===== config.mk =====
export PLATFORM = sky130hd
export DESIGN_NAME = led_scan_arbiter
export DESIGN_NICKNAME = d
export VERILOG_FILES = /design/src/rtl/led_disp_pkg.sv /design/src/rtl/seg7_decode.sv /design/src/rtl/led_scan_arbiter.sv
export SDC_FILE = /design/constraint.sdc
export NUM_CORES = 1
export LEC_CHECK = 0
export BUFFER_PORTS_ARGS = -buffer_cell sky130_fd_sc_hd__buf_2
export CAP_MARGIN = 10
export CORE_AREA = 5 5 94 132
export DETAILED_ROUTE_END_ITERATION = 8
export DIE_AREA = 0 0 99 137
export GPL_ROUTABILITY_DRIVEN = 0
export PLACE_DENSITY = 0.67
export SYNTH_ARGS = -nofsm -noshare
export SYNTH_HDL_FRONTEND = slang
export SYNTH_SLANG_ARGS = --single-unit

===== constraint.sdc =====
create_clock -name clk -period 10.9 [get_ports clk]
set_input_delay 3.27 -clock clk [delete_from_list [all_inputs] [get_ports clk]]
set_output_delay 3.27 -clock clk [all_outputs]
set_load 0.01 [all_outputs]

===== src/rtl/led_disp_pkg.sv =====
// led_disp_pkg: shared 7-segment display constants, sizes and scan state encoding
package led_disp_pkg;
  localparam int NUM_DIGITS = 8;
  localparam int DIGIT_W    = 4;
  localparam logic [6:0] SEG_BLANK = 7'h7F;
  localparam logic [6:0] SEG_DASH  = 7'h3F;
  localparam logic [6:0] SEG_DIGIT [0:15] = '{
    7'h40, 7'h79, 7'h24, 7'h30, 7'h19, 7'h12, 7'h02, 7'h78,
    7'h00, 7'h10, SEG_DASH, 7'h03, 7'h46, 7'h21, 7'h06, SEG_BLANK
  };
  typedef enum logic {IDLE, SCAN} state_t;
endpackage


===== src/rtl/seg7_decode.sv =====
// seg7_decode: 4-bit display code to active-low {g,f,e,d,c,b,a} segments
module seg7_decode
  import led_disp_pkg::*;
(
  input  logic [3:0] i_code,
  output logic [6:0] o_seg
);
  assign o_seg = SEG_DIGIT[i_code];
endmodule


===== src/rtl/led_scan_arbiter.sv =====
// led_scan_arbiter: frame-aligned round-robin sharing of an 8-digit display; LED_SCAN_DP_EN adds decimal points
module led_scan_arbiter
  import led_disp_pkg::*;
#(
  parameter int SCAN_TICKS  = 200000,
  parameter int HOLD_FRAMES = 4
) (
  input  logic        clk,
  input  logic        rst_n,
  input  logic [1:0]  req,
  input  logic [31:0] digits0,
  input  logic [31:0] digits1,
  input  logic [7:0]  mask0,
  input  logic [7:0]  mask1,
`ifdef LED_SCAN_DP_EN
  input  logic [7:0]  dp0,
  input  logic [7:0]  dp1,
`endif
  output logic [1:0]  grant,
  output logic [7:0]  led_en,
  output logic [6:0]  led_seg,
  output logic        led_dp
);
  localparam int CW = $clog2(SCAN_TICKS);
  localparam int HW = HOLD_FRAMES > 1 ? $clog2(HOLD_FRAMES) : 1;
  localparam int IW = $clog2(NUM_DIGITS);

  state_t          r_state, w_state_nxt;
  logic [CW-1:0]   r_cnt, w_cnt_nxt;
  logic [IW-1:0]   r_idx, w_idx_nxt;
  logic [HW-1:0]   r_hold, w_hold_nxt;
  logic            r_rr, w_rr_nxt;
  logic [1:0]      r_grant, w_grant_nxt;
  logic [31:0]     r_digits, w_digits_nxt;
  logic [7:0]      r_mask, w_mask_nxt;
  logic [7:0]      r_en;
  logic [6:0]      r_seg;
  logic            w_load, w_pick, w_own, w_tc, w_frame_end, w_hold_max, w_lit;
  logic [3:0]      w_code;
  logic [6:0]      w_seg;

  assign w_tc        = r_cnt == CW'(SCAN_TICKS - 1);
  assign w_frame_end = w_tc && r_idx == IW'(NUM_DIGITS - 1);
  assign w_own       = r_grant[1];
  assign w_hold_max  = r_hold >= HW'(HOLD_FRAMES - 1);

  // Next-state, counters and frame-boundary arbitration
  always_comb begin
    w_state_nxt = r_state;
    w_cnt_nxt   = r_cnt;
    w_idx_nxt   = r_idx;
    w_hold_nxt  = r_hold;
    w_rr_nxt    = r_rr;
    w_grant_nxt = r_grant;
    w_load      = 1'b0;
    w_pick      = 1'b0;
    if (r_state == IDLE) begin
      if (|req) begin
        w_state_nxt = SCAN;
        w_pick      = req[1] && (!req[0] || r_rr);
        w_grant_nxt = w_pick ? 2'b10 : 2'b01;
        w_load      = 1'b1;
        w_cnt_nxt   = '0;
        w_idx_nxt   = '0;
        w_hold_nxt  = '0;
      end
    end else begin
      w_cnt_nxt = w_tc ? '0 : r_cnt + 1'b1;
      w_idx_nxt = w_tc ? r_idx + 1'b1 : r_idx;
      if (w_frame_end) begin
        if (~|req) begin
          w_state_nxt = IDLE;
          w_grant_nxt = 2'b00;
        end else if (req[~w_own] && (!req[w_own] || w_hold_max)) begin
          w_grant_nxt = ~r_grant;
          w_hold_nxt  = '0;
          w_rr_nxt    = ~r_rr;
          w_load      = 1'b1;
          w_pick      = ~w_own;
        end else begin
          w_hold_nxt = w_hold_max ? r_hold : r_hold + 1'b1;
          w_load     = 1'b1;
          w_pick     = w_own;
        end
      end
    end
  end

  assign w_digits_nxt = w_load ? (w_pick ? digits1 : digits0) : r_digits;
  assign w_mask_nxt   = w_load ? (w_pick ? mask1 : mask0) : r_mask;
  assign w_lit        = w_state_nxt == SCAN && w_mask_nxt[w_idx_nxt];
  assign w_code       = w_digits_nxt[{w_idx_nxt, 2'b00} +: DIGIT_W];

  seg7_decode u_dec (
    .i_code (w_code),
    .o_seg  (w_seg)
  );

  // State, snapshot and outputs, all registered from the next index so enable and segments never skew
  always_ff @(posedge clk or negedge rst_n) begin
    if (!rst_n) begin
      r_state  <= IDLE;
      r_cnt    <= '0;
      r_idx    <= '0;
      r_hold   <= '0;
      r_rr     <= 1'b0;
      r_grant  <= 2'b00;
      r_digits <= '0;
      r_mask   <= '0;
      r_en     <= 8'hFF;
      r_seg    <= SEG_BLANK;
    end else begin
      r_state  <= w_state_nxt;
      r_cnt    <= w_cnt_nxt;
      r_idx    <= w_idx_nxt;
      r_hold   <= w_hold_nxt;
      r_rr     <= w_rr_nxt;
      r_grant  <= w_grant_nxt;
      r_digits <= w_digits_nxt;
      r_mask   <= w_mask_nxt;
      r_en     <= w_lit ? ~(8'd1 << w_idx_nxt) : 8'hFF;
      r_seg    <= w_lit ? w_seg : SEG_BLANK;
    end
  end

`ifdef LED_SCAN_DP_EN
  logic [7:0] r_dp, w_dp_nxt;
  logic       r_dp_out;
  assign w_dp_nxt = w_load ? (w_pick ? dp1 : dp0) : r_dp;
  // Decimal-point snapshot and output, aligned with the digit scan
  always_ff @(posedge clk or negedge rst_n) begin
    if (!rst_n) begin
      r_dp     <= '0;
      r_dp_out <= 1'b1;
    end else begin
      r_dp     <= w_dp_nxt;
      r_dp_out <= !(w_lit && w_dp_nxt[w_idx_nxt]);
    end
  end
  assign led_dp = r_dp_out;
`else
  assign led_dp = 1'b1;
`endif

  assign grant   = r_grant;
  assign led_en  = r_en;
  assign led_seg = r_seg;
endmodule


==> metrics.csv <==
stage,metric,value,unit
outcome,status,completed,
sta,Final period util,0.598,
cts,H-tree depth,3,
cts,CTS tree,yes,
synthesis,Synth top cells by count,"nand2_1 (111), dfrtp_1 (67), nor2_1 (43), a21oi_1 (42), o21ai_0 (41)",
power,Int Pwr,0.498,mW
synthesis,Unique masters post-synth,73,
cts,Max Root-Sink Buffers,2,
global_route,largest net degree at the start of global routing,83,
cts,clock sink count,82,
global_route,GR Util All Layers,0.202,
sta,RSZ-0062 raised after global routing,false,
place,Place WS,4.10,ns
detailed_routing,Vias,4504,
synthesis,Yosys top cell area share,0.344,
power,Reg power frac,0.480,
sta,Worst Skew,0.00540,ns
setup_path,worst-path maximum fanout,19,
cts,Clock transition at path regs,0.06,ns
sta,"Slew Viols, Final",0,
synthesis,ys async rst share,1.00,
detailed_routing,drc violations,0,
sta,Fin. Hold Viols,0,
job,# Max-Cap Violations,0,
detailed_routing,routed length per instance,17.0,um
floorplan,Die Area,0.0136,mm2
floorplan,core region area,0.0111,mm2
cts,post-cts sizing count,0,
detailed_routing,final WL,13400,um
layout,fraction of layout cells with a size suffix above 1,0.255,
detailed_routing,DRT Pass-1 Iters,5,
place,placed standard-cell area,0.00541,mm2
detailed_routing,antenna violation net count after detailed routing,0,
layout,ANT cells,0,
setup_path,cell depth of the worst flop-to-flop path,14,
global_route,final global-route overflow total,0,
synthesis,sequential fraction of the synthesis area,0.425,
power,Cell Pwr Density,114,mW/mm2
floorplan,row count,46,
sta,Fmax achieved,153,MHz
power,Net Switching,0.152,mW
cts,Post-CTS Setup Bufs,0,
setup_path,Setup CP Type,in2reg,
floorplan,io pins,102,
synthesis,Mean Syn Cell Area,8.74,um2
global_route,first-pass GRT wire length,21900,um
setup_path,Crit path required time,11.17,ns
synthesis,Synth area leader,dfrtp_1,
worst_hold_path,worst hold path depth,1,
sta,slew margin rel.,0.244,
power,Comb pwr share,0.074,
worst_hold_path,Hold Path Class,reg2reg,
place,dpl cells,774,
synthesis,Mapped Area,0.00487,mm2
power,Tot Pwr,0.650,mW
synthesis,Post-synth EDFFs,0,
synthesis,"Top FF cell, synth",dfrtp_1,
sta,worst-margin pin slew,1.12,ns
global_route,initial antenna violation count,0,
layout,design area,0.00569,mm2
synthesis,Post-Syn Instances,557,
layout,# nets final,736,
detailed_routing,Detailed Route Iter0 Violations,273,
cts,"Clk Latency, worst-skew pair",0.34,ns
floorplan,Initial Util,0.438,
layout,Area Overhead vs Synth,16.8,%
synthesis,Yosys warnings,0,
synthesis,Syn Nets,652,
power,Leak,2.51,nW
setup_path,startpoint types,input pin,
global_route,vias in the first global route,4437,
sta,Final Setup Violations,0,
power,sw frac,0.234,
synthesis,most frequent cell after synthesis,nand2_1,
detailed_routing,vias per cell,5.70,
floorplan,Die Height,137,um
setup_path,crit end category,flip-flop,
layout,fin util,0.512,
cts,clock root cell,clkbuf_16,
synthesis,Seq cells post-synth,82,
power,Clk pwr share,0.446,
floorplan,Die Wd,99,um
layout,Layout Cells excl Fill,790,
setup_path,Critical Path AT,6.79,ns
power,Max VDD drop,0.0792,mV
place,Detail Placement HPWL,9830,um
sta,Tmin final,6.52,ns
cts,CTS Buf Count,9,
sta,Worst Slack Setup Final,4.38,ns
synthesis,largest cells by area after synthesis,"dfrtp_1 (34%), nand2_1 (8.6%), dfstp_2 (8.1%), a21oi_1 (4.3%), o21ai_0 (4.2%)",
sta,hold slack,0.492,ns
cts,hold buffer count at CTS,0,
place,Port-buffer cells,100,
sta,setup tns final,0,ns
sequential cells by signal, indices dropped and copies added (netlist names), 2 cells and up:
signal and flops:
grant 2, r_idx 3, led_en 8, r_hold 2, r_mask 8, r_cnt 18, led_seg 7, r_digits 32
kinds of logic (layout without fill, tap and decap cells):
kind of cell               count (synthesis)  in the layout  share of synthesized area
muxes                                     19             19                     0.0403
and+or+nand+nor                          223            223                      0.212
other                                      1              1                   0.000770
AOI/OAI and AO/OA                        169            169                      0.232
buffers and inverters                     44            133                     0.0473
adders and majority gates                 11             11                     0.0283
DFF                                       82             82                      0.425
xor gates and xnor gates                   8              8                     0.0144
layout make-up:
class | instances | area (um2)
fill | 1075 | 5420
timing repair buffer | 104 | 533
sequential | 82 | 2070
multi-input combinational | 431 | 2570
clock inverter | 4 | 23.8
clock buffer | 12 | 258
tap | 144 | 180
inverter | 13 | 48.8
metal layers:
layer / vias up / GRT usage / share of wire
met2: 155 / 0.359 / 0.53
met5: - / 0 / 0
met4: 0 / 0.0699 / 0.018
met3: 21 / 0.0413 / 0.053
li1: 2165 / - / -
met1: 2163 / 0.242 / 0.40
worst paths after layout:
path / start / endpoint / slack [ns]
setup / recovery: req[1] / led_seg[4] / 4.38
hold / removal: r_mask[6] / r_mask[6] / 0.49
setup reg to reg: r_cnt[6] / led_seg[4] / 6.00
hold reg to reg: r_mask[6] / r_mask[6] / 0.49
max in group asynchronous: rst_n / r_cnt[7] / 7.13
min in group asynchronous: rst_n / r_cnt[3] / 3.07
cell usage in the layout, fill, tap and decap left out, drive strengths merged, types with 3 or more instances in the layout:
| master | n |
|---|---|
| o31ai | 7 |
| o31a | 3 |
| buf | 104 |
| and2 | 6 |
| nand2 | 114 |
| a22oi | 4 |
| xor2 | 6 |
| o211ai | 4 |
| clkbuf | 12 |
| and3 | 7 |
| a211oi | 4 |
| dfrtp | 67 |
| nor2 | 44 |
| o21ai | 43 |
| dfstp | 15 |
| clkinv | 3 |
| nand4 | 3 |
| nand3 | 24 |
| a21oi | 45 |
| a31oi | 26 |
| ha | 11 |
| a311oi | 3 |
| mux2i | 14 |
| nor3 | 11 |
| a21o | 3 |
| o22ai | 4 |
| mux2 | 5 |
| inv | 13 |
| a221oi | 3 |
worst max-delay path: stages:
cell and delay (ns):
buf_2 0.16, nor3_1 0.07, buf_4 0.22, nand2_1 0.14, o31ai_4 0.11, nor2_1 0.37, inv_2 0.21, nor2_1 0.41
a221oi_1 0.19, a22oi_1 0.51, inv_1 0.21, ha_1 0.38, inv_1 0.07, nor2_1 0.09, and4bb_1 0.22, a21oi_1 0.14
power by group through the flow:
stage | sequential (mW) | combinational, mW | clock [mW]
6_report | 0.312 | 0.0479 | 0.290
2_1_floorplan | 0.317 | 0.0220 | 0
5_1_grt | 0.312 | 0.0538 | 0.309
3_5_place_dp | 0.317 | 0.0482 | 0
3_3_place_gp | 0.317 | 0.0473 | 0
4_1_cts | 0.312 | 0.0485 | 0.296
Power figures use the tool's default switching activity.
